`src/rtl/core_instr_prefetch.sv`:
```
// core_instr_prefetch
//   Instruction-fetch front end. Issues word-aligned fetch requests on a
//   req/gnt/rvalid handshake, tracks in-flight transactions, buffers returned
//   words with their PC in a small FIFO and hands them to decode over a
//   valid/ready port. A redirect flushes the buffer and marks every in-flight
//   response (including a still-ungranted request) for discard.
//
// Ports
//   clk_i, reset_i          : clock, synchronous active-high reset
//   instr_req_o/addr_o      : fetch request and word-aligned address
//   instr_gnt_i             : request accepted this cycle
//   instr_rvalid_i/rdata_i  : in-order response
//   redirect_i/addr_i       : one-cycle flush-and-restart pulse, new PC
//   fetch_valid_o/instr_o/pc_o, fetch_ready_i : decode port (FIFO head)
//   fetch_busy_o            : request pending or any response outstanding
module core_instr_prefetch #(
  parameter logic [31:0] BOOT_ADDR       = 32'h3000_0000,
  parameter int          FIFO_DEPTH      = 4,
  parameter int          MAX_OUTSTANDING = 2
) (
  input  logic        clk_i,
  input  logic        reset_i,
  output logic        instr_req_o,
  output logic [31:0] instr_addr_o,
  input  logic        instr_gnt_i,
  input  logic        instr_rvalid_i,
  input  logic [31:0] instr_rdata_i,
  input  logic        redirect_i,
  input  logic [31:0] redirect_addr_i,
  output logic        fetch_valid_o,
  output logic [31:0] fetch_instr_o,
  output logic [31:0] fetch_pc_o,
  input  logic        fetch_ready_i,
  output logic        fetch_busy_o
);

  localparam int PW = (FIFO_DEPTH > 1) ? $clog2(FIFO_DEPTH) : 1;
  localparam int CW = PW + 1;
  // Holds MAX_OUTSTANDING + 1 so the discard total (in-flight plus a held
  // request) always fits.
  localparam int OW = $clog2(MAX_OUTSTANDING + 2);

  typedef struct packed {
    logic [31:0] pc;
    logic [31:0] instr;
  } entry_t;

  logic          run;         // low for the first cycle after reset
  logic          pending;     // request was high last cycle and not granted
  logic          redir_hold;  // redirect arrived while a request was held
  logic [31:0]   redir_addr;
  logic [31:0]   next_addr;
  logic [31:0]   resp_pc;
  logic [OW-1:0] outstanding;
  logic [OW-1:0] discard;
  logic [OW-1:0] out_nxt;

  entry_t        mem [FIFO_DEPTH];
  logic [PW-1:0] wr_ptr, rd_ptr;
  logic [CW-1:0] count;

  logic [31:0]   new_pc;
  logic          credit_ok, req, gnt, hold, rsp, push, pop;

  assign new_pc = redirect_addr_i & 32'hFFFF_FFFC;

  // Credits come from registered state only, so there is no gnt->req path.
  assign credit_ok = (32'(outstanding) < 32'(MAX_OUTSTANDING)) &&
                     (32'(outstanding) + 32'(count) < 32'(FIFO_DEPTH));
  assign req  = run & (pending | credit_ok);
  assign gnt  = req & instr_gnt_i;
  assign hold = req & ~instr_gnt_i;

  // Responses with nothing outstanding belong to pre-reset traffic; ignore.
  assign rsp     = instr_rvalid_i & (outstanding != '0);
  assign out_nxt = outstanding + OW'(gnt) - OW'(rsp);

  // Redirect wins over push and pop in the same cycle.
  assign push = rsp & ~redirect_i & (discard == '0);
  assign pop  = fetch_valid_o & fetch_ready_i & ~redirect_i;

  assign instr_req_o   = req;
  assign instr_addr_o  = next_addr;
  assign fetch_valid_o = (count != '0);
  assign fetch_pc_o    = mem[rd_ptr].pc;
  assign fetch_instr_o = mem[rd_ptr].instr;
  assign fetch_busy_o  = req | (outstanding != '0);

  // Request/response tracking.
  always_ff @(posedge clk_i) begin
    if (reset_i) begin
      run         <= 1'b0;
      pending     <= 1'b0;
      redir_hold  <= 1'b0;
      redir_addr  <= BOOT_ADDR;
      next_addr   <= BOOT_ADDR;
      resp_pc     <= BOOT_ADDR;
      outstanding <= '0;
      discard     <= '0;
    end else begin
      run         <= 1'b1;
      pending     <= hold;
      outstanding <= out_nxt;
      if (redirect_i) begin
        // Everything still in flight after this cycle belongs to the old
        // stream, including a request that is visible but not yet granted.
        discard <= out_nxt + OW'(hold);
        resp_pc <= new_pc;
        if (hold) begin
          // The held request must keep its address; switch after its grant.
          redir_hold <= 1'b1;
          redir_addr <= new_pc;
        end else begin
          redir_hold <= 1'b0;
          next_addr  <= new_pc;
        end
      end else begin
        if (gnt) begin
          next_addr  <= redir_hold ? redir_addr : next_addr + 32'd4;
          redir_hold <= 1'b0;
        end
        if (rsp) begin
          if (discard != '0) discard <= discard - OW'(1);
          else               resp_pc <= resp_pc + 32'd4;
        end
      end
    end
  end

  // Instruction buffer pointers.
  always_ff @(posedge clk_i) begin
    if (reset_i || redirect_i) begin
      wr_ptr <= '0;
      rd_ptr <= '0;
      count  <= '0;
    end else begin
      if (push) wr_ptr <= wr_ptr + PW'(1);
      if (pop)  rd_ptr <= rd_ptr + PW'(1);
      count <= count + CW'(push) - CW'(pop);
      // Credits guarantee a free slot for every kept response.
      if (push) assert (count < CW'(FIFO_DEPTH));
    end
  end

  // Buffer storage, no reset needed: contents are only read when count != 0.
  always_ff @(posedge clk_i) begin
    if (push) mem[wr_ptr] <= {resp_pc, instr_rdata_i};
  end

endmodule

```
`config.mk`:
```
export PLATFORM = sky130hd
export DESIGN_NAME = core_instr_prefetch
export DESIGN_NICKNAME = d
export VERILOG_FILES = /design/src/rtl/core_instr_prefetch.sv
export SDC_FILE = /design/constraint.sdc
export NUM_CORES = 1
export LEC_CHECK = 0
export CELL_PAD_IN_SITES_DETAIL_PLACEMENT = 1
export CELL_PAD_IN_SITES_GLOBAL_PLACEMENT = 1
export CORE_MARGIN = 2
export CORE_UTILIZATION = 40
export DETAILED_ROUTE_END_ITERATION = 8
export DONT_BUFFER_PORTS = 1
export GPL_ROUTABILITY_DRIVEN = 0
export PLACE_DENSITY = 0.64
export SYNTH_ARGS = -nofsm -noshare
export SYNTH_HDL_FRONTEND = slang
export SYNTH_SLANG_ARGS = --single-unit
export TNS_END_PERCENT = 10
```
`constraint.sdc`:
```
create_clock -name clk_i -period 3.2 [get_ports clk_i]
set_input_delay 0.16 -clock clk_i [delete_from_list [all_inputs] [get_ports clk_i]]
set_output_delay 0.16 -clock clk_i [all_outputs]
set_load 0.1 [all_outputs]
```
==> flow_summary_export.csv, run 1 <==
group,metric,value,unit
critical_path,crit_buf_inv,1,
synth,synth-compound-area-share,8.21,%
synth,synth_xor_area_share,2.56,%
grt,grt_overflow_total,0,
cts,cts_tree,"done",
job,drv_cap,0,
die,dieArea,0.0384,mm2
cts,clk-insertion-delay-late,0.56,ns
cts,cts_resized,0,
run_status,status,"complete, no violations",
cts,cts.path.max_buffers,3,
die,pin_count,169,
final_layout,multiInputGateArea,0.00482,mm2
final_layout,syn_to_final_growth,20.5,%
timing,finalHoldViolCount,0,
critical_path,path_max_fanout,14,
critical_path,critPathKind,"reg2reg",
placed_design,hpwl,23800,um
detailed_routing,wirelength,37900,um
grt,track_usage,20.0,%
synth,synthAdderAreaFrac,1.24,%
timing,post-route-period-util,86.7,%
die,die_w,196,um
detailed_routing,antenna_left,0,
die,coreArea,0.0364,mm2
final_layout,stdcell_count,1668,
cts,clkTransAtPathRegs,0.06,ns
timing,final.min_clock_period,2.78,ns
detailed_routing,drtIter0Drc,418,
power,pwr_density_cell,705,mW/mm2
die,start_util,40.4,%
detailed_routing,viasPerCell,5.50,
power,power_leakage,5.88,nW
timing,max_freq,0.360,GHz
placed_design,dp_cells,1522,
critical_path,critPathTopFamily,"simple AND/OR/NAND/NOR gates",
synth,synthMuxAreaShare,10.2,%
timing,tightest_slew,1.02,ns
final_layout,layout_commonest_cell,"edfxtp_1",
grt,grt_pass1_vias,9667,
synth,ys_seq_elements,354,
critical_path,endpoint_kind,"register",
synth,synth.avg_cell_area,13.9,um2
hold_path,min_path_type,"in2reg",
cts,cts_buffers,40,
synth,synth_edf_count,248,
cts,cts.sinks,354,
critical_path,cp_data_arrival_time,3.28,ns
power,peakVddDrop,0.415,mV
placed_design,postPlaceCellArea,0.0156,mm2
detailed_routing,drc_errors,0,
final_layout,drive_above_1_share,17.6,%
synth,yosysSeqAreaShare,65.0,%
detailed_routing,num_vias,9182,
timing,final_max_slew_viol_count,0,
critical_path,required,3.70,ns
cts,cts_root_buffer,"clkbuf_16",
synth,synth_cell_types,72,
grt,antenna_found_initial,2,
grt,grt_max_degree,83,
detailed_routing,first_pass_iters,4,
timing,rsz0062_at_grt,"false",
detailed_routing,wl_per_cell,22.7,um
timing,tns,0,ns
synth,synthSimpleGateAreaFrac,10.4,%
critical_path,cp_slowest_cell,"nor4_4",
timing,setup_viol,0,
critical_path,critPathLaunchType,"register",
synth,synth_top_family_by_area,"simple AND/OR/NAND/NOR gates",
timing,clock_skew,0.0183,ns
die,dieHeight,196,um
timing,relSlewSlack,31.7,%
final_layout,stdcell_area,0.0177,mm2
final_layout,regArea,0.00957,mm2
placed_design,port_buffers,0,
final_layout,nets,1251,
synth,postSynthCellCount,1062,
synth,ys.warnings.count,0,
grt,grt_pass1_wl,58600,um
synth,synth-async-reset-ratio,0,%
final_layout,num-fill-cells,3663,
die,fp-row-count,70,
cts,htree_levels,2,
synth,netlist_area,0.0147,mm2
critical_path,path_cells,"nand4_1 > nor4_4 > nand3_1 > xor2_1 > a211oi_1 > dlygate4sd3_1",
cts,postCtsSetupRepairBufs,0,
cts,cts_hold_buf,71,
critical_path,max_stage_delay,0.71,ns
synth,ys.flop_type,"edfxtp_1",
final_layout,layout_common_cells,"248 x edfxtp_1, 123 x nand2_1, 104 x dfxtp_1",
flip-flops by register name (all words and copies together) (netlist names), 2 cells and up, named ones only:
register and cells:
rd_ptr 2, resp_pc 30, discard 2, mem 248, instr_addr_o 30, outstanding 2, redir_addr 30, wr_ptr 2
count 3
Yosys cell counts (4+ instances only):
| master | number | area (um2) |
|---|---|---|
| edfxtp_1 | 248 | 7450 |
| nand2_1 | 123 | 462 |
| dfxtp_1 | 106 | 2120 |
| mux4_2 | 62 | 1400 |
| a21oi_1 | 60 | 300 |
| nor2_1 | 55 | 206 |
| o21ai_0 | 51 | 255 |
| clkbuf_1 | 40 | 150 |
| xor2_1 | 26 | 228 |
| a211oi_1 | 25 | 188 |
| nand3_1 | 21 | 105 |
| nor3_1 | 19 | 95.1 |
| xnor2_1 | 17 | 149 |
| buf_2 | 16 | 80.1 |
| inv_1 | 16 | 60.1 |
| nand4_1 | 16 | 100 |
| and3_1 | 13 | 81.3 |
| ha_1 | 13 | 163 |
| and2_1 | 10 | 62.6 |
| o21a_1 | 9 | 67.6 |
| a21boi_0 | 7 | 52.6 |
| mux2i_1 | 7 | 70.1 |
| or3_1 | 7 | 43.8 |
| and4_1 | 6 | 52.6 |
| a31oi_1 | 5 | 31.3 |
| nor4_1 | 5 | 31.3 |
| buf_1 | 4 | 15.0 |
| buf_4 | 4 | 30.0 |
| o211ai_1 | 4 | 30.0 |
power by group:
| group | switching [W] | internal [W] | leakage [nW] | total (W) |
|---|---|---|---|---|
| registers | 0.000176 | 0.00515 | 3.12 | 0.00533 |
| clock network | 0.00188 | 0.00306 | 0.689 | 0.00493 |
| logic | 0.00171 | 0.000520 | 2.07 | 0.00223 |
cell type report:
cell class              instances  area share [%]
diodes                          1          0.0141
clock inverters                24            2.12
clock buffers                  50            5.85
inverters                      19           0.402
multi-input cells             627            27.2
well taps                     468            3.30
flip-flops and latches        354            54.0
repair buffers                125            7.15
layer usage:
| metal | track usage [%] | share of wire (%) |
|---|---|---|
| met5 | 0 | 0.034 |
| met4 | 5.78 | 2.1 |
| met3 | 4.92 | 5.8 |
| met2 | 32.3 | 46 |
| met1 | 26.9 | 46 |
cell families after synthesis:
| group | Yosys count |
|---|---|
| xor+xnor | 43 |
| simple gates | 303 |
| mux | 72 |
| flops | 354 |
| buf+inv | 84 |
| other cells | 1 |
| compound gates | 191 |
| fa+ha+maj | 14 |
metrics by stage:
stage	hold slack, ns	total power, W	setup WS [ns]	utilization (%)
6_report	0.0361	0.0125	0.424	48.7
5_1_grt	0.0475	0.0130	0.156	48.7
3_3_place_gp	0.243	0.00750	0.682	42.8
4_1_cts	0.00739	0.0127	0.450	48.7
3_5_place_dp	0.245	0.00753	0.598	42.8
2_1_floorplan	0.239	0.00715	0.303	-
worst register-to-register path, delay by kind of cell, from the launching register on:
kind                      cells  cell delay [ns]
and+or+nand+nor               3             1.20
AOI/OAI and AO/OA             1             0.24
buffers and inverters         1             0.58
xor gates and xnor gates      1             0.19
DFF                           1             0.52
path summary, 6_finish.rpt:
| path | from | endpoint | slack [ns] | cells after the start |
|---|---|---|---|---|
| max | resp_pc[12] | resp_pc[21] | 0.42 | 6 |
| min | instr_gnt_i | discard[0] | 0.04 | 4 |
| max reg2reg | resp_pc[12] | resp_pc[21] | 0.42 | 6 |
| min reg2reg | redir_addr[23] | redir_addr[23] | 0.46 | 2 |
Power figures use the tool's default switching activity.
==> inputs of run 2 (changes only) <==
--- a/config.mk
+++ b/config.mk
@@ -9,9 +9,11 @@
 export CELL_PAD_IN_SITES_GLOBAL_PLACEMENT = 1
 export CORE_MARGIN = 2
 export CORE_UTILIZATION = 40
+export CTS_CLUSTER_DIAMETER = 200
 export DETAILED_ROUTE_END_ITERATION = 8
 export DONT_BUFFER_PORTS = 1
 export GPL_ROUTABILITY_DRIVEN = 0
+export MAX_ROUTING_LAYER = met4
 export PLACE_DENSITY = 0.64
 export SYNTH_ARGS = -nofsm -noshare
 export SYNTH_HDL_FRONTEND = slang
==> flow_summary_export.csv, run 2 (synthesis gave the netlist of run 1 again) <==
group,metric,value,unit
placed_design,port_buffers,0,
timing,relSlewSlack,31.7,%
cts,cts.sinks,354,
cts,cts_root_buffer,"clkbuf_16",
power,pwr_density_cell,704,mW/mm2
die,dieHeight,196,um
die,start_util,40.4,%
detailed_routing,drtIter0Drc,434,
detailed_routing,wirelength,37800,um
critical_path,critPathTopFamily,"simple AND/OR/NAND/NOR gates",
die,dieArea,0.0384,mm2
cts,clkTransAtPathRegs,0.06,ns
timing,clock_skew,0.0174,ns
cts,cts.path.max_buffers,3,
critical_path,required,3.70,ns
detailed_routing,first_pass_iters,4,
timing,final_max_slew_viol_count,0,
final_layout,drive_above_1_share,17.6,%
power,power_leakage,5.88,nW
timing,layout_setup_ws,0.433,ns
final_layout,nets,1251,
detailed_routing,wl_per_cell,22.6,um
critical_path,cp_data_arrival_time,3.27,ns
timing,rsz0062_at_grt,"false",
cts,clk-insertion-delay-late,0.56,ns
grt,grt_pass1_wl,58400,um
final_layout,layout_common_cells,"248 x edfxtp_1, 123 x nand2_1, 104 x dfxtp_1",
grt,antenna_found_initial,3,
cts,cts_buffers,40,
job,drv_cap,0,
die,die_w,196,um
timing,setup_viol,0,
cts,cts_tree,"done",
final_layout,multiInputGateArea,0.00482,mm2
final_layout,fin_util,48.7,%
timing,final.min_clock_period,2.77,ns
timing,finalHoldViolCount,0,
grt,grt_pass1_vias,9699,
timing,tightest_slew,1.02,ns
die,fp-row-count,70,
grt,track_usage,20.5,%
final_layout,largest_register_ffs,248,
die,coreArea,0.0364,mm2
hold_path,min_path_type,"in2reg",
cts,htree_levels,2,
timing,post-route-period-util,86.5,%
placed_design,hpwl,23800,um
detailed_routing,viasPerCell,5.50,
grt,grt_overflow_total,0,
final_layout,stdcell_area,0.0177,mm2
run_status,status,"complete, no violations",
final_layout,layout_commonest_cell,"edfxtp_1",
critical_path,max_stage_delay,0.71,ns
final_layout,num-fill-cells,3664,
detailed_routing,antenna_left,0,
critical_path,endpoint_kind,"register",
detailed_routing,drc_errors,0,
critical_path,crit_buf_inv,1,
timing,tns,0,ns
grt,grt_max_degree,83,
placed_design,pre_cts_ws,0.598,ns
final_layout,regMostFlops,"mem",
critical_path,path_cells,"nand4_1 > nor4_4 > nand3_1 > xor2_1 > a211oi_1 > dlygate4sd3_1",
die,pin_count,169,
detailed_routing,num_vias,9193,
cts,cts_resized,0,
critical_path,critPathLaunchType,"register",
power,peakVddDrop,0.412,mV
placed_design,postPlaceCellArea,0.0156,mm2
timing,max_freq,0.361,GHz
critical_path,path_max_fanout,14,
critical_path,cp_slowest_cell,"nor4_4",
critical_path,critPathKind,"reg2reg",
final_layout,syn_to_final_growth,20.5,%
final_layout,regArea,0.00957,mm2
run 2: changes by cell type in the layout (fill, tap and decap cells not counted), sizes merged:
cell and delta:
diode +2
run 2: worst paths after layout:
path,start,endpoint,slack [ns],cells after the start
worst max-delay path,resp_pc[12],resp_pc[21],0.43,6
worst min register to register,redir_addr[23],redir_addr[23],0.46,2
worst min-delay path,instr_gnt_i,discard[0],0.03,4
worst max register to register,resp_pc[12],resp_pc[21],0.43,6
run 2: power by group:
part	internal (W)	leakage [nW]	total [W]	switching, W
Sequential	0.00515	3.12	0.00533	0.000176
Clock	0.00306	0.689	0.00494	0.00188
Combinational	0.000519	2.07	0.00223	0.00171
Total	0.00873	5.88	0.0125	0.00377
run 2: what timing repair did:
action | 4_1_cts | 5_1_grt
hold endpoints to repair | 230 | 0
setup buffers | 0 | 0
hold buffers | 71 | 0
run 2: layout make-up:
type / count / area share, %
well taps: 468 / 3.30
multi-input cells: 627 / 27.2
inverters: 19 / 0.402
repair buffers: 125 / 7.15
flip-flops and latches: 354 / 54.0
clock inverters: 24 / 2.12
clock buffers: 50 / 5.85
diodes: 3 / 0.0423
run 2: tightest hold or removal path, stage by stage:
cell and delay, ns:
nor2_1 0.10, ha_1 0.13, nand2_1 0.05, a21oi_1 0.11
run 2: through the flow:
| stage | hold WS (ns) | total power [W] | instances |
|---|---|---|---|
| 2_1_floorplan | 0.239 | 0.00715 | 1065 |
| 6_report | 0.0332 | 0.0125 | 1670 |
| 5_1_grt | 0.0475 | 0.0130 | 1670 |
| 3_3_place_gp | 0.243 | 0.00750 | 1522 |
| 3_5_place_dp | 0.245 | 0.00753 | 1522 |
| 4_1_cts | 0.00739 | 0.0127 | 1667 |
run 2: metal layers:
metal	part of all wire, %	global-route usage [%]	vias to the layer above
met3	6.4	4.87	61
met5	0	-	-
li1	-	-	4265
met2	47	32.4	238
met1	45	26.7	4629
met4	2.1	5.78	0
==> inputs of run 3 (changes only) <==
--- a/config.mk
+++ b/config.mk
@@ -8,13 +8,13 @@
 export CELL_PAD_IN_SITES_DETAIL_PLACEMENT = 1
 export CELL_PAD_IN_SITES_GLOBAL_PLACEMENT = 1
 export CORE_MARGIN = 2
-export CORE_UTILIZATION = 40
+export CORE_UTILIZATION = 52
 export CTS_CLUSTER_DIAMETER = 200
 export DETAILED_ROUTE_END_ITERATION = 8
 export DONT_BUFFER_PORTS = 1
 export GPL_ROUTABILITY_DRIVEN = 0
 export MAX_ROUTING_LAYER = met4
-export PLACE_DENSITY = 0.64
+export PLACE_DENSITY = 0.8
 export SYNTH_ARGS = -nofsm -noshare
 export SYNTH_HDL_FRONTEND = slang
 export SYNTH_SLANG_ARGS = --single-unit
==> flow_summary_export.csv, run 3 (synthesis gave the netlist of run 1 again) <==
group,metric,value,unit
grt,grt_busiest_layer,"met2",
die,coreArea,0.0279,mm2
final_layout,syn_to_final_growth,18.9,%
timing,tightest_slew,1.20,ns
final_layout,layout_common_cells,"248 x edfxtp_1, 123 x nand2_1, 104 x dfxtp_1",
cts,clkTransAtPathRegs,0.06,ns
grt,grtUsageMet2,44.0,%
critical_path,cp_data_arrival_time,3.33,ns
critical_path,required,3.65,ns
timing,tns,0,ns
placed_design,pre_cts_ws,0.540,ns
power,peakVddDrop,0.474,mV
critical_path,cp_common_cell,"nand3_1",
critical_path,path_cells,"ha_1 > nand3_1 > a22oi_2 > inv_2 > mux2_2 > buf_4 > nand3_1 > dlygate4sd3_1 > a21oi_1",
job,drv_cap,0,
power,power_leakage,5.81,nW
critical_path,cp_slowest_cell,"dlygate4sd3_1",
cts,cts_buffers,38,
critical_path,crit_buf_inv,3,
timing,post-route-period-util,89.8,%
hold_path,min_path_type,"in2reg",
final_layout,regMostFlops,"mem",
timing,relSlewSlack,19.4,%
placed_design,port_buffers,0,
detailed_routing,antenna_left,0,
die,die_w,172,um
critical_path,path_depth,9,
die,pin_count,169,
die,fp-row-count,61,
critical_path,reg2regPathDepth,9,
cts,cts_root_buffer,"clkbuf_16",
hold_path,min_path_cells,4,
cts,cts.path.max_buffers,3,
detailed_routing,num_vias,9403,
timing,rsz0062_at_grt,"false",
grt,grt_max_degree,83,
critical_path,critPathKind,"reg2reg",
cts,cts.sinks,354,
grt,antenna_found_initial,3,
grt,grt_use_met3,6.00,%
detailed_routing,drtIter0Drc,663,
final_layout,layout_commonest_cell,"edfxtp_1",
final_layout,drive_above_1_share,17.4,%
critical_path,critPathTopFamily,"buffers and inverters",
detailed_routing,drc_errors,0,
grt,grt_pass1_vias,10035,
detailed_routing,first_pass_iters,5,
timing,clock_skew,0.0149,ns
timing,final_max_slew_viol_count,0,
grt,grt_overflow_total,0,
placed_design,hpwl,22100,um
power,power.total,0.0122,W
grt,grt_pass1_wl,58700,um
critical_path,endpoint_kind,"register",
final_layout,nets,1246,
timing,layout_setup_ws,0.326,ns
cts,htree_levels,2,
power,pwr_density_cell,698,mW/mm2
timing,finalHoldViolCount,0,
cts,clk-insertion-delay-late,0.52,ns
die,start_util,52.8,%
critical_path,path_max_fanout,19,
detailed_routing,viasPerCell,5.98,
die,dieHeight,172,um
timing,max_freq,0.348,GHz
grt,use_met1,34.3,%
critical_path,max_stage_delay,0.57,ns
run_status,status,"complete, no violations",
final_layout,largest_register_ffs,248,
detailed_routing,wl_per_cell,24.1,um
timing,final.min_clock_period,2.87,ns
cts,cts_tree,"done",
grt,track_usage,26.8,%
timing,worst_hold_slack,0.00769,ns
timing,setup_viol,0,
critical_path,critPathLaunchType,"register",
die,dieArea,0.0297,mm2
final_layout,fin_util,62.8,%
detailed_routing,wirelength,37900,um
## run 3: cell type report
cell class / count / area, um2
Sequential cell: 354 / 9570
Fill cell: 2587 / 10400
Clock inverter: 18 / 277
Timing Repair Buffer: 122 / 1210
Multi-Input combinational cell: 627 / 4820
Antenna cell: 3 / 7.51
Inverter: 19 / 71.3
Tap cell: 378 / 473
Clock buffer: 52 / 1060
## run 3: report_power, final
group	switching, W	leakage, nW	internal [W]
sequential	0.000170	3.12	0.00515
combinational	0.00172	2.04	0.000525
clock	0.00180	0.647	0.00284
total	0.00369	5.81	0.00852
## run 3: repair_timing
action,in CTS,in global routing
endpoints found under the hold margin,227,0
setup buffers,0,0
hold buffers,72,0
gates resized for setup,0,0
## run 3: metal layers
layer | up-vias | wire length (um)
met2 | 314 | 18600
met5 | - | 0
li1 | 4246 | -
met4 | 0 | 709
met3 | 54 | 2780
met1 | 4789 | 15800
## run 3: path summary, 6_finish.rpt
kind / from / endpoint / slack [ns]
worst max-delay path: outstanding[1] / instr_addr_o[3] / 0.33
worst min-delay path: redirect_addr_i[22] / instr_addr_o[22] / 0.008
worst max register to register: outstanding[1] / instr_addr_o[3] / 0.33
worst min register to register: redir_addr[4] / redir_addr[4] / 0.46
## run 3: stage by stage
step	instances	cell area, um2
finish	1573	17500
global placement	1428	15400
global route	1573	17500
CTS	1570	17500
floorplan	1065	14700
detailed placement	1428	15400
## run 3: worst register-to-register path: cells and delay by family, from the launching register on
| kind | cells | cell delay (ns) |
|---|---|---|
| compound gates | 2 | 0.44 |
| buf+inv | 3 | 0.97 |
| simple gates | 2 | 0.19 |
| flops | 1 | 0.39 |
| fa+ha+maj | 1 | 0.31 |
| mux | 1 | 0.51 |
